$ cat config.mk
export PLATFORM = sky130hd
export DESIGN_NAME = grf_scoreboard
export DESIGN_NICKNAME = d
export VERILOG_FILES = /design/src/rtl/grf_scoreboard_pkg.sv /design/src/rtl/grf_sb_entry.sv /design/src/rtl/grf_scoreboard.sv
export SDC_FILE = /design/constraint.sdc
export NUM_CORES = 2
export LEC_CHECK = 0
export ABC_AREA = 1
export CORE_MARGIN = 5
export CORE_UTILIZATION = 40
export DETAILED_ROUTE_END_ITERATION = 16
export DONT_BUFFER_PORTS = 1
export PLACE_DENSITY = 0.62
export SLEW_MARGIN = 15
export SYNTH_ARGS = -nofsm -noshare
export SYNTH_HDL_FRONTEND = slang
export SYNTH_SLANG_ARGS = --single-unit
export TNS_END_PERCENT = 100
$ cat constraint.sdc
create_clock -name clk -period 14 [get_ports clk]
set_input_delay 3.5 -clock clk [delete_from_list [all_inputs] [get_ports clk]]
set_output_delay 3.5 -clock clk [all_outputs]
set_load 0.01 [all_outputs]
$ cat src/rtl/grf_scoreboard_pkg.sv
// Shared definitions for the D-stage register file and its hazard scoreboard.
// Contents:
//   TUSE_* / TNEW_*  : stage encodings for operand need time and result readiness
//   REG_ZERO         : hard-wired zero register index
//   PIPE_DEPTH       : cycles from D-stage issue until the W-stage write (E, M, W)
//   sb_state_t       : per-register age/tnew counter pair
//   clamp_tnew       : limits a producer's Tnew to what the pipe can express
//   sat_dec          : 2-bit decrement that sticks at zero
package grf_scoreboard_pkg;

    localparam logic [1:0] TUSE_D = 2'd0;
    localparam logic [1:0] TUSE_E = 2'd1;
    localparam logic [1:0] TUSE_M = 2'd2;
    localparam logic [1:0] TNEW_E = 2'd1;
    localparam logic [1:0] TNEW_M = 2'd2;

    localparam int REG_ZERO   = 0;
    localparam int PIPE_DEPTH = 3;

    typedef struct packed {
        logic [1:0] age;
        logic [1:0] tnew;
    } sb_state_t;

    // A result can never become forwardable later than the cycle before it
    // is written back, so anything larger is pulled down to depth-1.
    function automatic logic [1:0] clamp_tnew(input logic [1:0] tnew, input int depth);
        if (int'(tnew) > depth - 1) begin
            return 2'(depth - 1);
        end
        return tnew;
    endfunction

    function automatic logic [1:0] sat_dec(input logic [1:0] value);
        return (value != 2'd0) ? value - 2'd1 : 2'd0;
    endfunction

endpackage

$ cat src/rtl/grf_sb_entry.sv
// One scoreboard slot: tracks the youngest in-flight producer of a register.
// Ports:
//   clk, reset_n : clock and asynchronous active-low reset
//   load         : the issuing instruction writes this register
//   load_tnew    : Tnew of that instruction (clamped on load)
//   busy         : a producer has not yet written back
//   tnew         : cycles left until the result is forwardable
module grf_sb_entry
    import grf_scoreboard_pkg::*;
#(
    parameter int DEPTH = PIPE_DEPTH
) (
    input  logic       clk,
    input  logic       reset_n,
    input  logic       load,
    input  logic [1:0] load_tnew,
    output logic       busy,
    output logic [1:0] tnew
);

    sb_state_t state;

    // A new load always wins over the running countdown: in-order issue means
    // the newest producer is the one a later reader must wait for.
    always_ff @(posedge clk or negedge reset_n) begin
        if (!reset_n) begin
            state <= '0;
        end else if (load) begin
            state.age  <= 2'(DEPTH);
            state.tnew <= clamp_tnew(load_tnew, DEPTH);
        end else begin
            state.age  <= sat_dec(state.age);
            state.tnew <= sat_dec(state.tnew);
        end
    end

    assign busy = (state.age != 2'd0);
    assign tnew = state.tnew;

endmodule

$ cat src/rtl/grf_scoreboard.sv
// General register file with hazard scoreboard for the D stage of a five-stage
// MIPS pipeline. Commits W-stage writebacks, serves two combinational read
// ports with same-cycle write bypass, and raises stall when a D-stage source
// will not be forwardable by the time it is needed.
// Ports:
//   clk, reset_n             : clock and asynchronous active-low reset
//   w_en/w_addr/w_data/w_pc  : W-stage writeback (w_pc only feeds the trace)
//   rs_addr/rt_addr          : D-stage source registers
//   rs_used/rt_used          : the D-stage instruction actually reads the source
//   rs_tuse/rt_tuse          : cycles until the source value is needed
//   iss_en/iss_dst/iss_tnew  : instruction leaving D for E and its result timing
//   rs_data/rt_data          : read values (combinational)
//   stall                    : freeze F/D and bubble E (combinational)
// Build option: define GRF_TRACE_EN to print every committed write.
module grf_scoreboard
    import grf_scoreboard_pkg::*;
#(
    parameter int DW    = 32,
    parameter int AW    = 5,
    parameter int DEPTH = PIPE_DEPTH
) (
    input  logic          clk,
    input  logic          reset_n,
    input  logic          w_en,
    input  logic [AW-1:0] w_addr,
    input  logic [DW-1:0] w_data,
    input  logic [31:0]   w_pc,
    input  logic [AW-1:0] rs_addr,
    input  logic [AW-1:0] rt_addr,
    input  logic          rs_used,
    input  logic          rt_used,
    input  logic [1:0]    rs_tuse,
    input  logic [1:0]    rt_tuse,
    input  logic          iss_en,
    input  logic [AW-1:0] iss_dst,
    input  logic [1:0]    iss_tnew,
    output logic [DW-1:0] rs_data,
    output logic [DW-1:0] rt_data,
    output logic          stall
);

    localparam int NREG = 2 ** AW;
    localparam logic [AW-1:0] ZERO_ADDR = AW'(REG_ZERO);

    logic [DW-1:0]       mem [0:NREG-1];
    logic [NREG-1:0]     busy_vec;
    logic [NREG-1:0][1:0] tnew_vec;
    logic                rs_hazard;
    logic                rt_hazard;
    logic                issue;
    logic                w_commit;

    assign w_commit = w_en && (w_addr != ZERO_ADDR);

    // Entry 0 is never written, so it stays at its reset value of zero.
    always_ff @(posedge clk or negedge reset_n) begin
        if (!reset_n) begin
            for (int i = 0; i < NREG; i++) begin
                mem[i] <= '0;
            end
        end else if (w_commit) begin
            mem[w_addr] <= w_data;
        end
    end

    // The bypass lets a D-stage reader see the value W commits at this edge.
    always_comb begin
        rs_data = mem[rs_addr];
        if (rs_addr == ZERO_ADDR) begin
            rs_data = '0;
        end else if (w_en && (w_addr == rs_addr)) begin
            rs_data = w_data;
        end
    end

    always_comb begin
        rt_data = mem[rt_addr];
        if (rt_addr == ZERO_ADDR) begin
            rt_data = '0;
        end else if (w_en && (w_addr == rt_addr)) begin
            rt_data = w_data;
        end
    end

    // Register 0 has no scoreboard slot; it is never busy.
    assign busy_vec[0] = 1'b0;
    assign tnew_vec[0] = 2'd0;

    for (genvar r = 1; r < NREG; r++) begin : g_entry
        grf_sb_entry #(
            .DEPTH(DEPTH)
        ) u_entry (
            .clk      (clk),
            .reset_n  (reset_n),
            .load     (issue && (iss_dst == AW'(r))),
            .load_tnew(iss_tnew),
            .busy     (busy_vec[r]),
            .tnew     (tnew_vec[r])
        );
    end

    assign rs_hazard = rs_used && (rs_addr != ZERO_ADDR) && busy_vec[rs_addr]
                       && (tnew_vec[rs_addr] > rs_tuse);
    assign rt_hazard = rt_used && (rt_addr != ZERO_ADDR) && busy_vec[rt_addr]
                       && (tnew_vec[rt_addr] > rt_tuse);
    assign stall     = rs_hazard || rt_hazard;

    // A stalled instruction stays in D, so its issue request must not record.
    assign issue = iss_en && !stall;

`ifdef GRF_TRACE_EN
    always_ff @(posedge clk) begin
        if (reset_n && w_commit) begin
            $display("@%h: $%d <= %h", w_pc, w_addr, w_data);
        end
    end
`else
    logic unused_w_pc;
    assign unused_w_pc = ^w_pc;
`endif

endmodule
==> metrics.log <==
INFO  metric area_growth_syn_to_layout = 7.903%
INFO  metric synthTopCellsByCount = nand2_1, o21ai_0, dfrtp_1
INFO  metric finalCoreUtilization = 0.4349
INFO  metric global_route_wire_length_before_repair = 381,000 µm
INFO  metric logic_depth_of_the_worst_register_to_register_path = 15
INFO  metric groute.usage.overall = 0.3115
INFO  metric post_cts_buffers = 0
INFO  metric final_hold_viol_count = 0
INFO  metric detail_route.vias_per_cell = 6.238
INFO  metric rsz0062_at_grt = no
INFO  metric grt_max_degree = 376
INFO  metric seq_area_frac_synth = 0.4686
INFO  metric route.vias.total = 60,530
INFO  metric cts_hold_buffers = 0
INFO  metric critical_path.startpoint_type = primary input
INFO  metric synth_area_per_cell = 7.582 µm²
INFO  metric detailed_route_wire_length = 260,800 µm
INFO  metric clock_latency_on_the_worst_skew_pair = 0.77 ns
INFO  metric maxCapViolCount = 0
INFO  metric clkSlewWorstSetupHoldPaths = 0.06 ns
INFO  metric tritoncts_num_sinks = 1,148
INFO  metric num-nets-final = 7,668
INFO  metric fraction_of_the_cycle_the_final_worst_path_needs = 0.8110
INFO  metric critical_path.endpoint_type = primary output
INFO  metric slew_limit_headroom = 0.03211
INFO  metric number_of_detailed_routing_iterations_run_before_antenna_repair = 8
INFO  metric core_area = 0.1521 mm²
INFO  metric gpl.final_weighted_congestion = 0.8765
INFO  metric postSynthNetCount = 8,185
INFO  metric drt_first_iter_violations = 8,839
INFO  metric place_hpwl = 130,100 µm
INFO  metric netlist_instances = 8,085
INFO  metric die_width = 401.5 µm
INFO  metric setup-tns-final = 0 ns
INFO  metric cp_data_required_time = 10.50 ns
INFO  metric number_of_global_route_vias_before_repair = 56,270
INFO  metric fraction_of_final_layout_cells_sized_beyond_drive_strength_1 = 0.04602
INFO  metric power_density = 138.3 mW/mm²
INFO  metric die_height = 401.5 µm
INFO  metric cts.path.max_buffers = 3
INFO  metric finalClockSkew = 0.03438 ns
INFO  metric start_util = 0.4031
INFO  metric worst_setup_path_endpoint = rs_data[9]
INFO  metric clock_root_buffer = clkbuf_16
INFO  metric ys_top_cells_by_area = dfrtp_1, o21ai_0, nand2_1
INFO  metric postSynthRegisterBits = 1,148
INFO  metric detail_route.wl_per_cell = 26.88 µm
INFO  metric timing.critical_path.from = rs_addr[0]
INFO  metric worst_r2r_startpoint = g_entry[6].u_entry.tnew[1]
INFO  metric power.static_leakage = 29.22 nW
INFO  metric yosysTopAreaCellShare = 0.4686
INFO  metric status = finished, final reports clean
INFO  metric overflow = 0
INFO  metric peak_supply_drop = 0.0001226 V
INFO  metric yosys.cell_types.count = 42
INFO  metric hold_class = reg -> reg
INFO  metric cell_area_after_technology_mapping = 0.06130 mm²
INFO  metric tritoncts = yes
INFO  metric timing.fmax = 0.08807 GHz
INFO  metric overall_die_area = 0.1612 mm²
INFO  metric worst_slew_pin_slew = 1.452 ns
INFO  metric finalCriticalPeriod = 11.35 ns
INFO  metric placementRows = 143
INFO  metric cts_htree_levels = 3
INFO  metric remaining_drc_errors = 0
INFO  metric r2r_slack = 9.94 ns
INFO  metric synth-edff-count = 0
INFO  metric reg2reg_to = g_entry[21].u_entry.tnew[0]
INFO  metric report.power.total = 9.149 mW
INFO  metric ys_flop_type = dfrtp_1
INFO  metric top_level_ports = 161
INFO  metric holdWs = 0.3769 ns
INFO  metric fin_ws = 2.646 ns
INFO  metric slew_limit_fails = 0
INFO  metric grt_antenna_before_repair = 5
INFO  metric critPathKind = in -> out
INFO  metric post_synth_arst_share = 1.000
INFO  metric worst-path-max-fanout = 325
INFO  metric ys_warn_count = 0
INFO  metric setup_viol = 0
INFO  metric antenna_violating_nets_post_route = 0
INFO  metric numCtsBuffers = 120
INFO  metric dpl_worst_slack = 3.277 ns
INFO  metric yosysTopAreaCell = dfrtp_1
INFO  metric place.port_buffers = 0
INFO  metric cp.arrival = 7.85 ns
INFO  metric yosysMostFrequentCell = nand2_1
INFO  metric post_cts.resized_instances = 0
per-layer routing:
metal	vias up	share of wire	global-route usage
li1	26400	-	-
met5	-	0.00012	0
met1	29040	0.39	0.4310
met4	4	0.051	0.1327
met2	4233	0.41	0.4465
met3	850	0.15	0.1027
placed cells by master, fill, tap and decap left out, types with 23 or more instances in the layout:
cell type / Yosys / routed
clkbuf_16: 0 / 122
buf_4: 14 / 68
o21ai_0: 1632 / 1632
clkbuf_8: 0 / 32
o211ai_1: 176 / 176
clkbuf_1: 514 / 31
dfrtp_1: 1148 / 1148
a21oi_1: 678 / 677
clkinv_2: 0 / 23
o22ai_1: 37 / 37
a221oi_1: 47 / 47
o2111ai_1: 63 / 63
nand2_4: 0 / 28
inv_1: 673 / 672
nand3_1: 225 / 223
nor2_1: 352 / 350
o21ai_1: 57 / 57
nand2_1: 1835 / 1816
a211oi_1: 23 / 23
o221ai_1: 187 / 187
a22oi_1: 68 / 68
nand4_1: 52 / 52
registers in the layout (all words and copies together), names as in the netlist:
register / count
g_entry.u_entry.state: 62
g_entry.u_entry.tnew: 62
mem: 1024
through the flow:
step	area, µm²	instances
2_1_floorplan	61300	8085
3_3_place_gp	61990	9474
3_5_place_dp	62010	9475
4_1_cts	66100	9699
5_1_grt	66140	9702
6_report	66150	9704
area by class of cell:
cell class | instances | area, µm²
clock buffers | 185 | 3610
flip-flops and latches | 1148 | 28730
fillers | 15370 | 85940
repair buffers | 82 | 850.8
multi-input cells | 5525 | 27310
well taps | 2030 | 2540
inverters | 691 | 2625
clock inverters | 39 | 476.7
diodes | 4 | 10.01
report_power, final:
group | internal, mW | switching [mW]
logic | 0.520 | 1.01
clock network | 1.93 | 1.45
registers | 3.88 | 0.353
cell families (layout without fill, tap and decap cells):
kind of cell | count (synthesis) | count (layout) | synth area share
flip-flops | 1148 | 1148 | 0.4686
AND/OR/NAND/NOR | 2527 | 2527 | 0.1647
adder cells (fa/ha/maj) | 4 | 4 | 0.0008164
AO/OA/AOI/OAI | 2994 | 2994 | 0.2753
buffers and inverters | 1412 | 997 | 0.09058
other | 0 | 4 | 0
how the worst min path moves through the flow:
stage          slack (ns)                         start                            to  cells past startpoint
6_report             0.38                     mem[1015]                     mem[1015]                      0
5_1_grt              0.38                     mem[1007]                     mem[1007]                      0
4_1_cts              0.38                     mem[1015]                     mem[1015]                      0
3_5_place_dp         0.37                     mem[1007]                     mem[1007]                      0
3_3_place_gp         0.36                     mem[1017]                     mem[1017]                      0
2_1_floorplan        0.42  g_entry[11].u_entry.state[2]  g_entry[11].u_entry.state[2]                      1
critical path, cell delays in order:
cell	delay [ns]
inv_8	0.36
buf_4	0.45
nor2_4	0.46
buf_12	0.50
nand2_1	0.11
o2111ai_1	0.15
nand3_1	0.09
nand3_1	0.13
nand3_1	0.08
a21oi_1	0.95
Note: power is estimated with default switching activity, not from simulation.
